<file path="config.mk">
export PLATFORM = sky130hd
export DESIGN_NAME = serial_borrow_lookahead_subtractor
export DESIGN_NICKNAME = d
export VERILOG_FILES = /design/src/rtl/sub_pkg.sv /design/src/rtl/bla_nibble.sv /design/src/rtl/serial_borrow_lookahead_subtractor.sv
export SDC_FILE = /design/constraint.sdc
export NUM_CORES = 1
export LEC_CHECK = 0
export CAP_MARGIN = 20
export CORE_MARGIN = 2
export CORE_UTILIZATION = 45
export DETAILED_ROUTE_END_ITERATION = 8
export GPL_ROUTABILITY_DRIVEN = 0
export PLACE_DENSITY = 0.77
export REMOVE_ABC_BUFFERS = 1
export SYNTH_ARGS = -nofsm -noshare
export SYNTH_HDL_FRONTEND = slang
export SYNTH_SLANG_ARGS = --single-unit
export TNS_END_PERCENT = 5
</file>
<file path="constraint.sdc">
create_clock -name clk -period 6.9 [get_ports clk]
set_clock_uncertainty 0.05 [all_clocks]
set_input_delay 0.69 -clock clk [delete_from_list [all_inputs] [get_ports clk]]
set_output_delay 0.69 -clock clk [all_outputs]
set_load 0.01 [all_outputs]
</file>
<file path="src/rtl/sub_pkg.sv">
// sub_pkg: shared nibble width and FSM state type for the serial borrow-lookahead subtractor
package sub_pkg;
  localparam int NIBW = 4;
  typedef enum logic [1:0] {IDLE, RUN, DONE} sub_state_t;
endpackage

</file>
<file path="src/rtl/bla_nibble.sv">
// bla_nibble: combinational 4-bit borrow lookahead; a,b,bi -> d,bo plus group generate/propagate gg,gp
module bla_nibble
  import sub_pkg::*;
(
  input  logic [NIBW-1:0] a,
  input  logic [NIBW-1:0] b,
  input  logic            bi,
  output logic [NIBW-1:0] d,
  output logic            bo,
  output logic            gg,
  output logic            gp
);
  logic [NIBW-1:0] g, p;
  logic c1, c2, c3;
  assign g  = ~a & b;
  assign p  = ~(a ^ b);
  assign c1 = g[0] | p[0] & bi;
  assign c2 = g[1] | p[1] & g[0] | p[1] & p[0] & bi;
  assign c3 = g[2] | p[2] & g[1] | p[2] & p[1] & g[0] | p[2] & p[1] & p[0] & bi;
  assign gg = g[3] | p[3] & g[2] | p[3] & p[2] & g[1] | p[3] & p[2] & p[1] & g[0];
  assign gp = &p;
  assign bo = gg | gp & bi;
  assign d  = a ^ b ^ {c3, c2, c1, bi};
endmodule

</file>
<file path="src/rtl/serial_borrow_lookahead_subtractor.sv">
// serial_borrow_lookahead_subtractor: diff = a - b - bin one nibble per clock; valid/ready in (a,b,bin) and out (diff,bout,ovf)
module serial_borrow_lookahead_subtractor
  import sub_pkg::*;
#(
  parameter int WIDTH = 16
) (
  input  logic             clk,
  input  logic             rst,
  input  logic             in_valid,
  output logic             in_ready,
  input  logic [WIDTH-1:0] a,
  input  logic [WIDTH-1:0] b,
  input  logic             bin,
  output logic             out_valid,
  input  logic             out_ready,
  output logic [WIDTH-1:0] diff,
  output logic             bout,
  output logic             ovf
);
  localparam int NIB = WIDTH / NIBW;
  localparam int CW = NIB > 1 ? $clog2(NIB) : 1;
  localparam logic [CW-1:0] LAST = CW'(NIB - 1);
  if (WIDTH % NIBW != 0 || WIDTH < NIBW) begin : g_bad_width
    $error("WIDTH must be a multiple of 4 and at least 4");
  end
  sub_state_t state, state_n;
  logic [CW-1:0] cnt;
  logic [WIDTH-1:0] a_r, b_r;
  logic br_r;
  logic [NIBW-1:0] nib_d;
  logic nib_bo, unused_gg, unused_gp;
  bla_nibble u_nib (
    .a (a_r[{cnt, 2'b00} +: NIBW]),
    .b (b_r[{cnt, 2'b00} +: NIBW]),
    .bi(br_r),
    .d (nib_d),
    .bo(nib_bo),
    .gg(unused_gg),
    .gp(unused_gp)
  );
  assign in_ready  = (state == IDLE) & ~rst;
  assign out_valid = state == DONE;
  always_comb begin
    state_n = state == IDLE ? (in_valid ? RUN : IDLE) :
              state == RUN  ? (cnt == LAST ? DONE : RUN) :
              state == DONE ? (out_ready ? IDLE : DONE) : IDLE;
  end
  always_ff @(posedge clk) begin
    if (rst) begin
      state <= IDLE;
      cnt   <= '0;
      a_r   <= '0;
      b_r   <= '0;
      br_r  <= 1'b0;
      diff  <= '0;
      bout  <= 1'b0;
      ovf   <= 1'b0;
    end else begin
      state <= state_n;
      if (state == IDLE && in_valid) begin
        a_r  <= a;
        b_r  <= b;
        br_r <= bin;
        cnt  <= '0;
      end
      if (state == RUN) begin
        diff[{cnt, 2'b00} +: NIBW] <= nib_d;
        br_r <= nib_bo;
        cnt  <= cnt + 1'b1;
        if (cnt == LAST) begin
          bout <= nib_bo;
          ovf  <= (a_r[WIDTH-1] ^ b_r[WIDTH-1]) & (nib_d[NIBW-1] ^ a_r[WIDTH-1]);
        end
      end
    end
  end
endmodule

</file>
==> run metrics <==
result of the run complete, no violations; worst hold margin 406.8 ps; combinational power share between 10% and 20%; count of state elements after synthesis 55; die outline height 77.96 um; core utilization of the finished layout between 60% and 70%; Hold Crit Class reg2reg; post-synth design cell area 2461 um^2; Worst Setup Start Kind register; Switching Fraction roughly 27%; Slew headroom 50.20%; Placed Instance Area 3042 um^2; synthesis warning total 0; share of power burned in registers 54.4%; synthesized area per cell around 8.5 um^2; number of max-cap violations 0; type of element capturing the critical path register; Slew Limit Fails 0; top library cells by usage in the layout, fill and taps aside nand2_1 (80), dfxtp_1 (55), clkdlybuf4s50_1 (55); global-route met2 utilization 30.95%; busiest layer in global routing met2; min Tclk post-route between 3000 and 4000 ps; placed cell count just under 400; switching power of the nets 0.1725 mW; critical path data required time 7060 ps; Top Ports 57; source-to-sink clock delay at the later pin of the worst-skew pair 310 ps; global-route congestion overflow total 0; Sum Neg Setup Slack 0 ps; Post-CTS Resized 0; clock network fraction of design power ~27%; capture endpoint of the worst hold path diff[10]; area added between synthesis and finish 28.77%; all-layer global routing usage 17.32%; unrepaired setup endpoints after global routing false; origin of the worst min-delay path diff[10]; final HPWL from detailed placement 3.756 mm; layout cell share with drive strength beyond 1 6.825%; die outline area 6077 um^2; number of instances in the synthesized netlist about 290; Async SR Flop Fraction 0%; number of global-route vias before repair about 2,000; Std-Cell Core Area ~5200 um^2; count of cells along the worst register-to-register path 7; drt initial violations 93; Worst Setup Path Type reg2reg; clock net sink count 55; distinct cell type count after synthesis 34; postcts setup bufs 0; clock tree from TritonCTS yes; Num CTS Buffers 5; post-route fraction of the period consumed by the critical path between 40% and 50%; buffer cell driving the clock tree root clkbuf_8; Max VDD drop 146.7 uV; DRC errors left 0; number of enable flip-flop cells after synthesis 0; top flip-flop cell by instance count after synthesis dfxtp_1; DIE WIDTH 77.96 um; fmax about 320 MHz; met3 usage in global routing 3.721%; routed wire length 5.155 mm; final instance area 3169 um^2; H-tree levels 2; most common cell after layout, fill and taps aside nand2_1; total power consumption of the routed design roughly 0.63 mW; Clock Pin Slew Worst Setup and Hold Paths 90 ps; FF-to-FF setup slack 3770 ps; pin count of the biggest net entering global routing 57; hold violation total from the final report 0; FF-to-FF End ovf; slew at the pin with the worst max-slew slack approximately 750 ps; detailed-route wire length per cell 12.67 um; vias per cell 5.233; port bufs 56; vias post-DR 2,130; Worst Slack Setup Final 3770 ps; Antenna Cells 0; design internal power 0.4620 mW; first-pass GRT wire length approximately 8.5 mm; final net count around 380; # setup viols final 0; Hold Crit Depth 2; Cell Count, Final, Fillers Out 407; P_leak 1.160 nW; count of hold-fix buffers inserted at cts 0; starting utilization of the core area 47.28%; post-placement worst setup slack 3752 ps; First-pass DRT Iterations 6; worst reg2reg startpoint cnt[0]; Worst Path Max Fanout 16; antenna viol nets, final 0; Power Dens Cells 200.2 nW/um^2; number of buffers on the longest clock path 2; share of synthesized area occupied by flip-flops and latches between 40% and 50%; antenna violations before repair 0; CP arrival 3290 ps; # rows 26; met1 usage in global routing between 20% and 30%
[cell families after synthesis]
kind of cell	Yosys count	synth area share [%]
mux	8	7.321
buf+inv	27	4.474
xor+xnor	1	0.3559
compound gates	72	16.88
simple gates	114	20.34
fa+ha+maj	11	5.897
flops	55	44.74
[worst max-delay path by stage]
stage	from	cells after the start	to	slack, ps
after floorplan	cnt[0]	7	ovf	4020
after global placement	cnt[0]	7	ovf	3880
after global routing	cnt[0]	7	ovf	3560
after detailed placement	cnt[0]	7	ovf	3750
after CTS	cnt[0]	7	ovf	3730
final	cnt[0]	7	ovf	3770
[Yosys cell counts, types with 3 or more instances]
master | n | area share, %
nor2b_1 | 3 | 0.76
a211oi_1 | 3 | 0.92
dfxtp_1 | 55 | 45
inv_1 | 9 | 1.4
mux4_2 | 8 | 7.3
nand2_1 | 80 | 12
clkbuf_1 | 16 | 2.4
nor2_1 | 15 | 2.3
o21ai_0 | 5 | 1.0
ha_1 | 10 | 5.1
a22oi_1 | 9 | 2.7
a21oi_1 | 46 | 9.4
o31ai_1 | 5 | 1.5
[registers in the layout, indices dropped and copies added (netlist names)]
register and count:
b_r 16, a_r 16, bout 1, state 2, diff 16, br_r 1, ovf 1, cnt 2
[critical path, cell delays in order, from the launching register on]
cell      delay, ps
dfxtp_1         810
mux4_2          580
inv_1           110
ha_1            250
a21o_1          200
and4_4          220
or4_1           520
a311oi_1        290
[routing by layer]
metal	share of wire, %	up-vias
met1	45	982
met3	5.5	4
met4	0.74	0
li1	-	1083
met5	0	-
met2	49	61
[layout make-up]
class                           instances  area (um^2)
Sequential cell                        55         1101
Clock inverter                          2        12.51
Fill cell                             476         2036
Tap cell                               70        87.58
Inverter                                9        33.78
Clock buffer                            6        72.57
Timing Repair Buffer                   59        605.6
Multi-Input combinational cell        206         1256
[power groups by stage]
stage / Clock, mW / Sequential [mW] / Combinational, mW
floorplan: 0 / 0.350 / 0.0665
global placement: 0 / 0.352 / 0.110
detailed placement: 0 / 0.353 / 0.113
CTS: 0.173 / 0.345 / 0.114
global route: 0.189 / 0.348 / 0.131
finish: 0.171 / 0.345 / 0.118
No activity file was read; power rests on OpenSTA's default activity.
